[src/rtl/i2f_pkg.sv]
// Shared constants and result type for the int2float arbiter.
// Encodes the 11-bit integer to 3-bit exponent / 4-bit mantissa format.
package i2f_pkg;

    localparam int I2F_IN_W   = 11;
    localparam int I2F_EXP_W  = 3;
    localparam int I2F_MANT_W = 4;
    localparam int I2F_OUT_W  = I2F_EXP_W + I2F_MANT_W;

    typedef struct packed {
        logic [I2F_EXP_W-1:0]  exp;
        logic [I2F_MANT_W-1:0] mant;
    } i2f_result_t;

endpackage

[src/rtl/i2f_conv.sv]
// Combinational integer-to-minifloat conversion.
// Values below 16 pass through as denormals; larger values keep their top four bits.
module i2f_conv
    import i2f_pkg::*;
(
    input  logic [I2F_IN_W-1:0] x,
    output i2f_result_t         y
);

    logic [I2F_EXP_W-1:0]  e;
    logic [I2F_MANT_W-1:0] mant;

    always_comb begin
        e = '0;
        // The highest set bit at or above bit 4 fixes the exponent; later hits override earlier ones.
        for (int b = I2F_MANT_W; b < I2F_IN_W; b++) begin
            if (x[b]) begin
                e = I2F_EXP_W'(b - (I2F_MANT_W - 1));
            end
        end
        mant   = I2F_MANT_W'(x >> e);
        y.exp  = e;
        y.mant = mant;
    end

endmodule

[src/rtl/int2float_arbiter.sv]
// N-way arbiter feeding a two-stage int-to-float conversion pipeline.
// Define INT2FLOAT_ARBITER_RR_EN for round-robin arbitration; otherwise fixed priority (lowest index).
module int2float_arbiter
    import i2f_pkg::*;
#(
    parameter int NREQ = 4,
    parameter int IDW  = $clog2(NREQ)
) (
    input  logic                   clk,
    input  logic                   rst_n,
    input  logic [NREQ-1:0]        req_valid,
    input  logic [NREQ*I2F_IN_W-1:0] req_data,
    output logic [NREQ-1:0]        req_ready,
    output logic                   out_valid,
    input  logic                   out_ready,
    output logic [I2F_OUT_W-1:0]   out_data,
    output logic [IDW-1:0]         out_id
);

    logic [I2F_IN_W-1:0] req_x [NREQ];

    logic                s1_valid_reg;
    logic [I2F_IN_W-1:0] s1_x_reg;
    logic [IDW-1:0]      s1_id_reg;

    logic                out_valid_reg;
    i2f_result_t         out_data_reg;
    logic [IDW-1:0]      out_id_reg;

    logic                s2_adv;
    logic                accept_en;
    logic                grant_valid;
    logic [IDW-1:0]      grant_id;
    logic                transfer;
    i2f_result_t         conv_y;

    genvar gi;
    generate
        for (gi = 0; gi < NREQ; gi++) begin : g_unpack
            assign req_x[gi] = req_data[I2F_IN_W*gi +: I2F_IN_W];
        end
    endgenerate

    assign s2_adv    = !out_valid_reg || out_ready;
    assign accept_en = !s1_valid_reg || s2_adv;
    assign transfer  = accept_en && grant_valid;

`ifdef INT2FLOAT_ARBITER_RR_EN
    logic [IDW-1:0] rr_ptr_reg;

    // Position k of the search order is requester (rr_ptr + k) mod NREQ; first hit wins.
    always_comb begin
        grant_valid = 1'b0;
        grant_id    = '0;
        for (int k = 0; k < NREQ; k++) begin
            for (int i = 0; i < NREQ; i++) begin
                if (!grant_valid && req_valid[i] &&
                    ((int'(rr_ptr_reg) + k == i) || (int'(rr_ptr_reg) + k - NREQ == i))) begin
                    grant_valid = 1'b1;
                    grant_id    = IDW'(i);
                end
            end
        end
    end

    always_ff @(posedge clk or negedge rst_n) begin
        if (!rst_n) begin
            rr_ptr_reg <= '0;
        end else if (transfer) begin
            rr_ptr_reg <= (grant_id == IDW'(NREQ - 1)) ? '0 : grant_id + 1'b1;
        end
    end
`else
    // Scan downward so the lowest asserted index is the last, winning assignment.
    always_comb begin
        grant_valid = 1'b0;
        grant_id    = '0;
        for (int k = NREQ - 1; k >= 0; k--) begin
            if (req_valid[k]) begin
                grant_valid = 1'b1;
                grant_id    = IDW'(k);
            end
        end
    end
`endif

    // Gated by rst_n so no accept is advertised while reset is held.
    generate
        for (gi = 0; gi < NREQ; gi++) begin : g_ready
            assign req_ready[gi] = rst_n && transfer && (grant_id == IDW'(gi));
        end
    endgenerate

    i2f_conv u_conv (
        .x (s1_x_reg),
        .y (conv_y)
    );

    always_ff @(posedge clk or negedge rst_n) begin
        if (!rst_n) begin
            s1_valid_reg  <= 1'b0;
            s1_x_reg      <= '0;
            s1_id_reg     <= '0;
            out_valid_reg <= 1'b0;
            out_data_reg  <= '0;
            out_id_reg    <= '0;
        end else begin
            if (accept_en) begin
                s1_valid_reg <= grant_valid;
                if (grant_valid) begin
                    s1_x_reg  <= req_x[grant_id];
                    s1_id_reg <= grant_id;
                end
            end
            if (s2_adv) begin
                out_valid_reg <= s1_valid_reg;
                if (s1_valid_reg) begin
                    out_data_reg <= conv_y;
                    out_id_reg   <= s1_id_reg;
                end
            end
        end
    end

    assign out_valid = out_valid_reg;
    assign out_data  = out_data_reg;
    assign out_id    = out_id_reg;

endmodule

[config.mk]
export PLATFORM = sky130hd
export DESIGN_NAME = int2float_arbiter
export DESIGN_NICKNAME = d
export VERILOG_FILES = /design/src/rtl/i2f_pkg.sv /design/src/rtl/i2f_conv.sv /design/src/rtl/int2float_arbiter.sv
export SDC_FILE = /design/constraint.sdc
export NUM_CORES = 1
export LEC_CHECK = 0
export CORE_MARGIN = 3
export CORE_UTILIZATION = 46
export CTS_CLUSTER_DIAMETER = 80
export CTS_CLUSTER_SIZE = 8
export DETAILED_ROUTE_END_ITERATION = 16
export GPL_TIMING_DRIVEN = 0
export PLACE_DENSITY = 0.86
export SETUP_SLACK_MARGIN = 0.4
export SYNTH_ARGS = -nofsm -noshare
export SYNTH_HDL_FRONTEND = slang
export SYNTH_SLANG_ARGS = --single-unit
[constraint.sdc]
create_clock -name clk -period 3.8 [get_ports clk]
set_input_delay 0.38 -clock clk [delete_from_list [all_inputs] [get_ports clk]]
set_output_delay 0.38 -clock clk [all_outputs]
set_load 0.1 [all_outputs]
### Word-level counts from Yosys, hierarchy flattened

Cells that the tools add are included.

| word-level totals | value |
|---|---|
| register bits after elaboration | 24 |
| bits in latches | 0 |
| ROM bits | 0 |
| bits in writable memories | 0 |
| output and inout bits | 14 |
| memories kept | 0 |
| bits of input ports | 51 |
| logic and storage cells | 44 |

| operators by class | value |
|---|---|
| equal/unequal tests | 3 |
| add/sub/neg operators | 0 |
| div/mod/pow operators | 0 |
| muxes and demuxes | 18 |
| multiply operators | 0 |
| bitwise gates (word level) | 1 |
| reductions and logical operators | 13 |
| order comparisons | 1 |
| shift-type cells | 1 |

Operators with widths:

| cell | number |
|---|---|
| binary-select mux 11 bit (select 2 bit) | 1 |
| 2-to-1 mux 11 bit | 2 |
| 2-to-1 mux 2 bit | 6 |
| 2-to-1 mux 3 bit | 4 |
| >> shifter 11 x 3 -> 4 bit | 1 |
| logical AND 1 bit | 6 |
| 2-to-1 mux 1 bit | 5 |
| equality test 2 bit, second input constant | 2 |
| AND reduction 2 bit | 2 |
| greater-or-equal comparator 3 bit, second input constant | 1 |
| inverter 2 -> 3 bit | 1 |
| equality test 2 x 1 -> 1 bit, second input constant | 1 |
| zero test 1 bit | 2 |
| zero test 2 bit | 1 |
| logical OR 1 bit | 2 |

### Longest topological paths before layout

| depth | value |
|---|---|
| depth after elaboration | 8 |
| depth in mapped cells | 6 |
| mapped depth without buffers | 5 |

### By module

Synthesis repeated with hierarchy kept, for this count alone.

| unflattened totals | value |
|---|---|
| cell total of the unflattened synthesis | 215 |
| area total of the unflattened synthesis | 1876.8 um^2 |

Modules (own cells, without submodules):

| module | times used | cells an instance | area each (um^2) | sequential area each (um^2) |
|---|---|---|---|---|
| int2float_arbiter | 1 | 167 | 1520.2 | 600.6 |
| i2f_conv | 1 | 48 | 356.6 | 0.0 |

### Worst setup path before layout

OpenSTA, ideal clock, no wires.

| timing path | value |
|---|---|
| path kind | register to output |
| start point | register out_valid_reg, in the netlist out_valid |
| end point | output port req_ready[2] |
| buffers on the path | 0 |
| stages on the path, launching flop included | 4 |
| setup slack | 1.261 ns |
| data arrival time | 2.159 ns |
| cell sequence | dfrtp_1 -> nor2b_1 -> a21oi_1 -> and3_1 |

| on the way | value |
|---|---|
| longest elaborated chain between the ends | 6 |

RTL lines:

| what | RTL line | text |
|---|---|---|
| from (decl) | int2float_arbiter.sv:26 | `logic out_valid_reg;` |
| from (signal assigned) | int2float_arbiter.sv:116 | `out_valid_reg <= s1_valid_reg;` |
| zero test 1 bit | int2float_arbiter.sv:44 | `assign s2_adv = !out_valid_reg \|\| out_ready;` |
| logical OR 1 bit | int2float_arbiter.sv:44 |  |
| logical OR 1 bit | int2float_arbiter.sv:45 | `assign accept_en = !s1_valid_reg \|\| s2_adv;` |
| logical AND 1 bit | int2float_arbiter.sv:46 | `assign transfer = accept_en && grant_valid;` |
| logical AND 1 bit (2 in a row) | int2float_arbiter.sv:90 | `assign req_ready[gi] = rst_n && transfer && (grant_id == IDW'(gi));` |
| to (decl) | int2float_arbiter.sv:13 | `output logic [NREQ-1:0] req_ready,` |

Every way passes these cells.

### Final worst setup path

| timing path | value |
|---|---|
| start point | input port rst_n |
| end point | output port req_ready[0] |

| on the way | value |
|---|---|
| longest elaborated chain between the ends | 2 |

RTL lines:

| what | RTL line | text |
|---|---|---|
| from (decl) | int2float_arbiter.sv:10 | `input logic rst_n,` |
| logical AND 1 bit (2 in a row) | int2float_arbiter.sv:90 |  |

Every way passes these cells.

==> results.md <==
- Mapped Area: ~1500 µm²
- Max_cap viols: 0
- Worst Reg2Reg Path Length in Cells: 5
- Final setup TNS: 0 ns
- Commonest cells after routing, fill and taps aside: clkdlybuf4s50_1, nor2_1, dfrtp_1, a21oi_1, nand2_1
- Sequential fraction of the synthesis area: 0.395
- Fillers: between 200 and 300
- # port buffers: 64
- Share of layout cells above drive strength 1: 0.0917
- Cell Area, Placed: 2210 µm²
- Setup Viol. Count Final: 0
- Num ports: 65
- Final worst slack: between 0.6 and 0.7 ns
- Post-synth EDFFs: 0
- Core footprint: between 3000 and 4000 µm²
- Clk sink count: 24
- Peak fanout along the critical path: 28
- Slew Limit Fails: 0
- GRT Overall Usage: 0.193
- Status: completed
- Largest net degree at the start of global routing: 29
- Most common cell after layout, fill and taps aside: clkdlybuf4s50_1
- Vias in the first global route: 1536
- Die area: between 4000 and 5000 µm²
- Total number of vias: around 1600
- Worst-margin pin slew: roughly 1.1 ns
- First-pass GRT wire length: between 6 and 7 mm
- #FFs+latches synth: 24
- Cell count after placement: 280
- Max FFs per register: 11
- TritonCTS Buffers: 3
- DRC Markers: 0
- VDD IR-drop max: between 0.1 and 0.15 mV
- Clock skew: 0.00536 ns
- Pwr Density: roughly 380 nW/µm²
- Routability cong.: between 0.8 and 0.9
- Total power: between 800 and 900 µW
- Root Buffer: clkbuf_4
- Final core utilization: 0.727
- Dpl hpwl: between 2 and 3 mm
- Area of the multi-input gates: 840 µm²
- Worst R2R End: out_data[1]
- Reg clk slew, reported paths: 0.13 ns
- CTS Buffer Depth: 2
- Worst hold path class: in2async
- Final #Nets: roughly 300
- Yosys cell types: 41
- Max Freq: 0.320 GHz
- Crit path kind: in2out
- Post-route cell area: 2260 µm²
- Reg2reg setup slack: 2.03 ns
- Leakage power: about 0.95 nW
- Fin crit share: 0.822
- Antenna violations before repair: 0
- Setup repair bufs after CTS: 0
- Die Span X: 63.5 µm
- Synth Flop Type: dfrtp_1
- RSZ-0062 raised after global routing: false
- Rel. slew slack: 0.261
- RR Startpoint: s1_x_reg[4]
- Crit path launch type: primary input
- Clk_lat worst skew: between 0.3 and 0.4 ns
- Crit path capture type: output port
- Yosys warnings: 0
- Initial Util: 0.490
- Mapped Cells: between 150 and 200
- H-tree levels: 1
- DR iter-0 viols: 84
- Cts hold-fix bufs: 0
- Reg area: around 600 µm²
- Tmin final: about 3.1 ns
- Area grow syn2layout: 48.6%
- Syn Nets: 223
- Row cnt: 20
- WP data required: 3.42 ns
- 1st-pass router iterations: 4
- Antenna Cells: 0
- Die height: 63.5 µm
- Pre-CTS setup slack: approximately 0.32 ns
- Crit path DAT: between 2 and 3 ns
- Total length of routed wires: between 3 and 4 mm
- Routed Antenna Nets: 0
- Vias per cell: between 5 and 6
- Worst Hold Slack: 0.383 ns
- Final hold vios: 0
- Synth Area per Inst: between 8 and 9 µm²
- Post-synth ARST share: 1.00
- GR Overflow Total: 0
- TritonCTS clock tree: yes
- Final cell count without fillers: 284
- Post-DR wirelength/cell: roughly 13 µm
[where the power goes]
| part | switching (mW) | leakage (nW) | internal (mW) | total [mW] |
|---|---|---|---|---|
| sequential | 0.0230 | 0.266 | 0.292 | 0.315 |
| combinational | 0.258 | 0.666 | 0.153 | 0.411 |
| clock | 0.0739 | 0.0210 | 0.0585 | 0.132 |
[Yosys cell counts, types with 3 or more instances]
| cell type | number | share of area |
|---|---|---|
| a221oi_1 | 11 | 0.063 |
| o21ai_1 | 3 | 0.0099 |
| a21oi_1 | 19 | 0.063 |
| nand3_1 | 4 | 0.013 |
| nand2b_1 | 4 | 0.016 |
| nor2b_1 | 5 | 0.021 |
| nand2_1 | 13 | 0.032 |
| dfrtp_1 | 24 | 0.40 |
| a22o_1 | 11 | 0.063 |
| and3_1 | 5 | 0.021 |
| nor2_1 | 27 | 0.067 |
| buf_2 | 9 | 0.030 |
| o21a_1 | 3 | 0.015 |
[cells by family (layout without fill, tap and decap cells)]
kind of cell | after synthesis | in the layout | share of synthesized area
flops | 24 | 24 | 0.395
simple gates | 67 | 67 | 0.219
compound gates | 67 | 67 | 0.334
buf+inv | 14 | 82 | 0.0519
[cell type report]
type	count	area share
plain buffers	12	0.0316
flip-flops and latches	24	0.266
inverters	2	0.00333
clock buffers	4	0.0161
repair buffers	64	0.287
well taps	44	0.0244
multi-input cells	134	0.372
[routing by layer]
| metal | vias to the layer above | global-route usage | share of wire |
|---|---|---|---|
| li1 | 785 | - | - |
| met1 | 703 | 0.260 | 0.44 |
| met2 | 89 | 0.314 | 0.47 |
| met3 | 6 | 0.0339 | 0.083 |
| met4 | 0 | 0.0566 | 0.0087 |
| met5 | - | 0 | 0 |
[critical path, stage by stage]
cell	delay, ns
dlygate4sd2_1	0.94
and3_1	0.28
clkdlybuf4s50_1	1.14
[repair_timing]
item / 4_1_cts / 5_1_grt
gates resized for setup: 1 / 3
gates cloned: 0 / 0
setup endpoints to repair: 4 / 3
[how the worst max path moves through the flow]
stage,startpoint,to,cells past startpoint
after global routing,rst_n,req_ready[0],3
after detailed placement,rst_n,req_ready[1],3
after CTS,req_valid[1],req_ready[3],6
after floorplan,out_valid,req_ready[2],3
final,rst_n,req_ready[0],3
after global placement,rst_n,req_ready[1],3
(Power assumes the default switching activity.)
